--- config.mk ---
export PLATFORM = sky130hd
export DESIGN_NAME = bitonic_stream_out
export DESIGN_NICKNAME = d
export VERILOG_FILES = /design/src/rtl/bitonic_pkg.sv /design/src/rtl/bitonic_stream_out.sv
export SDC_FILE = /design/constraint.sdc
export NUM_CORES = 1
export LEC_CHECK = 0
export BUFFER_PORTS_ARGS = -buffer_cell sky130_fd_sc_hd__buf_2
export CAP_MARGIN = 0
export CORE_MARGIN = 4
export CORE_UTILIZATION = 65
export CTS_BUF_LIST = sky130_fd_sc_hd__clkbuf_2 sky130_fd_sc_hd__clkbuf_4 sky130_fd_sc_hd__clkbuf_8
export DETAILED_ROUTE_END_ITERATION = 10
export PLACE_DENSITY = 0.88
export SYNTH_ARGS = -nofsm -noshare
export SYNTH_HDL_FRONTEND = slang
export SYNTH_SLANG_ARGS = --single-unit
--- constraint.sdc ---
create_clock -name clk -period 3.9 [get_ports clk]
set_input_delay 0.39 -clock clk [delete_from_list [all_inputs] [get_ports clk]]
set_output_delay 0.39 -clock clk [all_outputs]
set_load 0.02 [all_outputs]
--- src/rtl/bitonic_pkg.sv ---
// Shared types and helpers for the bitonic sorting pipeline.
package bitonic_pkg;

    typedef enum logic {
        IDLE   = 1'b0,
        STREAM = 1'b1
    } stream_state_t;

    function automatic int idx_w(input int depth);
        return $clog2(depth);
    endfunction

endpackage

--- src/rtl/bitonic_stream_out.sv ---
// Unloads parallel sorted vectors onto a one-element-per-beat valid/ready stream,
// with an active slot being replayed and one pending slot to absorb bursts.
module bitonic_stream_out
    import bitonic_pkg::*;
#(
    parameter int DEPTH   = 8,
    parameter int WIDTH   = 32,
    parameter bit REVERSE = 1'b0
) (
    input  logic                     clk,
    input  logic                     rst,
    input  logic                     valid_in,
    input  logic [WIDTH-1:0]         seq_in [DEPTH-1:0],
    output logic                     in_ready,
    output logic [WIDTH-1:0]         out_data,
    output logic                     out_valid,
    input  logic                     out_ready,
    output logic                     out_last,
    output logic [$clog2(DEPTH)-1:0] out_index,
    output logic                     overflow
);

    localparam int IW = idx_w(DEPTH);
    localparam logic [IW-1:0] LAST_CNT = IW'(DEPTH - 1);

    stream_state_t   state_q, state_d;
    logic [IW-1:0]   cnt_q, cnt_d;
    logic            pend_full_q, pend_full_d;
    logic            overflow_q, overflow_d;
    logic [WIDTH-1:0] active_q [DEPTH-1:0];
    logic [WIDTH-1:0] active_d [DEPTH-1:0];
    logic [WIDTH-1:0] pend_q   [DEPTH-1:0];
    logic [WIDTH-1:0] pend_d   [DEPTH-1:0];

    logic          streaming;
    logic          beat_hs;
    logic          last_hs;
    logic [IW-1:0] idx;

    assign streaming = (state_q == STREAM);
    assign beat_hs   = streaming && out_ready;
    assign last_hs   = beat_hs && (cnt_q == LAST_CNT);
    assign idx       = REVERSE ? (LAST_CNT - cnt_q) : cnt_q;

    // Outputs come only from registered state; IDLE forces data/index to zero.
    assign out_valid = streaming;
    assign out_last  = streaming && (cnt_q == LAST_CNT);
    assign out_index = streaming ? idx : '0;
    assign out_data  = streaming ? active_q[idx] : '0;
    assign in_ready  = !pend_full_q;
    assign overflow  = overflow_q;

    always_comb begin
        state_d     = state_q;
        cnt_d       = cnt_q;
        pend_full_d = pend_full_q;
        overflow_d  = overflow_q;
        active_d    = active_q;
        pend_d      = pend_q;

        case (state_q)
            IDLE: begin
                if (valid_in) begin
                    active_d = seq_in;
                    cnt_d    = '0;
                    state_d  = STREAM;
                end
            end
            STREAM: begin
                if (last_hs) begin
                    cnt_d = '0;
                    if (pend_full_q) begin
                        active_d = pend_q;
                        if (valid_in) begin
                            pend_d = seq_in;
                        end else begin
                            pend_full_d = 1'b0;
                        end
                    end else if (valid_in) begin
                        active_d = seq_in;
                    end else begin
                        state_d = IDLE;
                    end
                end else begin
                    if (beat_hs) begin
                        cnt_d = cnt_q + 1'b1;
                    end
                    // Pending slot full and no slot freeing this cycle: the vector is lost.
                    if (valid_in) begin
                        if (!pend_full_q) begin
                            pend_d      = seq_in;
                            pend_full_d = 1'b1;
                        end else begin
                            overflow_d = 1'b1;
                        end
                    end
                end
            end
            default: state_d = IDLE;
        endcase
    end

    always_ff @(posedge clk) begin
        if (rst) begin
            state_q     <= IDLE;
            cnt_q       <= '0;
            pend_full_q <= 1'b0;
            overflow_q  <= 1'b0;
        end else begin
            state_q     <= state_d;
            cnt_q       <= cnt_d;
            pend_full_q <= pend_full_d;
            overflow_q  <= overflow_d;
        end
    end

    genvar gi;
    generate
        for (gi = 0; gi < DEPTH; gi++) begin : g_slot
            always_ff @(posedge clk) begin
                if (rst) begin
                    active_q[gi] <= '0;
                    pend_q[gi]   <= '0;
                end else begin
                    active_q[gi] <= active_d[gi];
                    pend_q[gi]   <= pend_d[gi];
                end
            end
        end
    endgenerate

endmodule

# Yosys cells after proc, flatten, opt, wreduce, memory -nomap -nowiden
# Cells that the tools add are included.
# op_classes
addsub,1
order_cmp,1
n_eq_ne,7
muxes,24
bitwise,2
n_reduce_logical,9
# op_table
op,n
2-to-1 mux 256 bit,8
one-hot mux 256 bit (2 select lines),1
binary-select mux 32 bit (select 3 bit),1
2-to-1 mux 32 bit,2
2-to-1 mux 3 bit,4
2-to-1 mux 1 bit,6
!= test 2 bit (second input constant),3
one-hot mux 3 bit (2 select lines),1
AND reduction 5 bit,1
less-than comparator 3 x 4 -> 1 bit (second input constant),1
!= test 2 x 1 -> 1 bit (second input constant),2
AND reduction 2 bit,2
AND reduction 4 bit,1
adder 3 x 1 -> 3 bit (second input constant),1
== test 3 bit (second input constant),1
logical AND 1 bit,3
!= test 3 x 1 -> 1 bit (second input constant),1
inverter 1 bit,2
one-hot mux 1 bit (2 select lines),1
nonzero test 2 bit,1
logical NOT 1 bit,1
# totals
register_bits,518
out_inout_bits,39
word_cells,64

# Logic depth before layout (Yosys ltp)
# logic_depth
depth_word,4
ltp_mapped,9

# Worst setup path before layout
# OpenSTA, ideal clock, no wires.
# synth_timing
kind,flip-flop to output port
from,register cnt_q[1]
to,output port out_data[10]
arrival_ns,1.573
t_required_ns,3.510
slack_ns,1.937
stages_incl_launch_ff,5
cell_sequence,dfxtp_1 > buf_4 > buf_2 > mux4_2 > o211a_1
# synth_via
elab_chain_len,3
# synth_lines
item,line,rtl
start: declaration,bitonic_stream_out.sv:27,"logic [IW-1:0] cnt_q, cnt_d;"
start signal: assignment,bitonic_stream_out.sv:111,cnt_q <= cnt_d;
binary-select mux 32 bit (select 3 bit),bitonic_stream_out.sv:49,assign out_data = streaming ? active_q[idx] : '0;
2-to-1 mux 32 bit (not written as such),bitonic_stream_out.sv:49,
2-to-1 mux 32 bit,bitonic_stream_out.sv:49,
end: declaration,bitonic_stream_out.sv:15,"output logic [WIDTH-1:0] out_data,"
# Every way passes these cells. The select of a mux whose other input is x is not followed.

# Final worst setup path
# layout_timing
from,register cnt_q[0]
to,output port out_data[24]
# Same word-level chain as after synthesis.

==> impl_metrics.yaml <==
run_status:
  status: "completed"
job:
  max_cap_viol_count: 0
worst_setup_path:
  worstSetupStartpointType: "flop"
  worstPathArrival_ns: 2.90
  r2r_setup_slack_ns: 1.18
  ff2ff_path_depth: 7
  endpoint_kind: "output port"
  r2r-end: "pend_q[27]"
  required_ns: 3.51
  path_max_fanout: 32
  crit_type: "flop to output port"
  worstReg2RegStart: "cnt_q[0]"
clock_network:
  cts.root.buffer_cell: "clkbuf_8"
  htreeDepth: 3
  clk_latency_ns: 0.66
  path_clk_slew_ns: 0.06
  cts_buffers: 84
  post_cts_resize_count: 0
  ctsHoldBuffers: 163
  cts.sinks: 518
  postCtsSetupBuffers: 0
  clock_path_buffers: 3
  cts_tree: "yes"
final_layout:
  instances_no_fill: 3867
  fillers: 2280
  fin_nets: 3608
  drive_above_1_share_pct: 15.4
  syn2layout_area_growth_pct: 20.0
synth:
  syn_area_per_cell_um2: 7.69
  synthTopCellsByArea: "dfxtp_1 44%, nand2_1 16%, a21oi_1 11%"
  ys_ff_latch: 518
  yosys_warnings: 0
  netlist_instances: 3050
  synth_edf_count: 0
  netlist_area_mm2: 0.0234
  yosys_most_used_dff: "dfxtp_1"
  synth_top_area_share_pct: 44.2
  synth-async-reset-ratio_pct: 0
  synth_common_cells: "1027 x nand2_1, 518 x dfxtp_1, 515 x a21oi_1"
  yosysMostFrequentCell: "nand2_1"
  synth_nets: 3312
  ys_types: 27
  synth_top_area_cell: "dfxtp_1"
  ys_seq_area_share_pct: 44.2
power_and_ir_drop:
  ir_worst_vdd_mv: 0.380
  p_leak_nw: 11.0
  totalPowerFinal_w: 0.0123
  power.density_mw_per_mm2: 435
sta:
  period_needed_ns: 3.29
  relSlewSlack_pct: 34.0
  fin_crit_sh_pct: 84.4
  hold_viol: 0
  rsz0062_at_grt: "false"
  finalClockSkew_ns: 0.0267
  tightest_slew_ns: 0.990
  slew_violations: 0
  setup_violations: 0
  tns_ns: 0
  fmax_ghz: 0.304
global_routing:
  antenna_found_initial: 4
  gr-total-overflow: 0
  grt_usage_pct: 40.2
  grt_pass1_vias: 23144
  grt_max_degree: 183
  grt_pass1_wl_um: 126000
detailed_routing:
  drc: 0
  vias: 24471
  wl_per_cell_um: 21.3
  wl_um: 82500
  detail_route.iter0.violations: 3587
  antenna_left: 0
  via_per_inst: 6.33
  firstDrtPassIters: 9
floorplanning:
  dieArea_mm2: 0.0392
  num_rows: 69
  die_w_um: 198
  start_util_pct: 65.9
  core-area_mm2: 0.0356
  die_h_um: 198
  io_pins: 299
worst_hold_path:
  min_path_type: "primary input to flop"
  holdPathStages: 3
  worstHoldEndpoint: "pend_q[109]"
  hold_start: "seq_in[109]"
placement:
  place_congestion: 0.959
  placed_cells: 3558
  dpl.hpwl_um: 50800
  portBuffers: 298
## cell type report
| type | instances | area [um^2] | share of cell area [%] |
|---|---|---|---|
| multi-input cells | 2241 | 11800 | 41.9 |
| clock inverters | 9 | 82.6 | 0.293 |
| repair buffers | 499 | 3640 | 12.9 |
| diodes | 2 | 5.00 | 0.0178 |
| clock buffers | 135 | 1670 | 5.93 |
| well taps | 461 | 577 | 2.05 |
| flip-flops and latches | 518 | 10400 | 36.9 |
| inverters | 2 | 7.51 | 0.0267 |
## stage by stage
stage	utilization, %	setup WS (ns)	area, um^2	hold slack (ns)
after global placement	69.6	1.39	24800	0.439
after floorplan	-	1.94	23400	0.433
after CTS	79.1	0.741	28100	0.000148
final	79.1	0.608	28100	0.0102
after global routing	79.1	0.571	28100	0.00516
after detailed placement	69.6	1.28	24800	0.446
## logic make-up after synthesis
family,Yosys count,synth area share [%]
AND/OR/NAND/NOR,1297,22.2
multiplexers,97,5.85
adder cells (fa/ha/maj),2,0.107
buffers and inverters,291,5.63
flip-flops,518,44.2
AO/OA/AOI/OAI,845,22.0
## cells in the final DEF (no fill, tap or decap), drive strengths merged
master          n
clkbuf        136
diode           2
and2            7
a31oi           1
a21o          256
clkinvlp        2
o21ai           2
dlygate4sd3   163
buf           335
nor2b           1
a21oi         515
a22oi          34
nand3         256
a311oi          1
clkinv          4
o211a          33
o211ai          1
dfxtp         518
nor2            5
o21a            1
mux4           32
a21bo           1
inv             4
bufinv          1
ha              2
mux2i          65
nand2        1027
and3            1
## flip-flops by register name (all words and copies together), names as in the netlist
| name | flops |
|---|---|
| cnt_q | 3 |
| pend_q | 256 |
| active_q | 256 |
| overflow | 1 |
| out_valid | 1 |
| pend_full_q | 1 |
## critical path: stages, from the launching register on
cell     delay, ns
dfxtp_2       0.81
buf_4         0.35
and2_1        0.15
buf_4         0.36
a22oi_1       0.12
o211a_1       0.25
buf_2         0.20
## worst max path at each step
stage          startpoint             to  cells after the start  slack [ns]
2_1_floorplan    cnt_q[1]   out_data[10]                      4        1.94
3_3_place_gp     valid_in  active_q[110]                      5        1.39
3_5_place_dp     cnt_q[0]    pend_q[220]                      7        1.28
4_1_cts          cnt_q[0]   out_data[26]                      6        0.74
5_1_grt          cnt_q[0]   out_data[24]                      6        0.57
6_report         cnt_q[0]   out_data[24]                      6        0.61
## power by group
part / leakage (nW) / switching, W / internal (W)
logic: 5.87 / 0.000946 / 0.000605
registers: 4.23 / 0.000177 / 0.00556
clock network: 0.932 / 0.00220 / 0.00276
## per-layer routing
| metal | track usage [%] | wire length [um] |
|---|---|---|
| met5 | 0 | 27 |
| met4 | 24.8 | 5900 |
| met3 | 9.29 | 9710 |
| met2 | 62.4 | 37500 |
| met1 | 51.0 | 29400 |
Note: power is estimated with default switching activity, not from simulation.
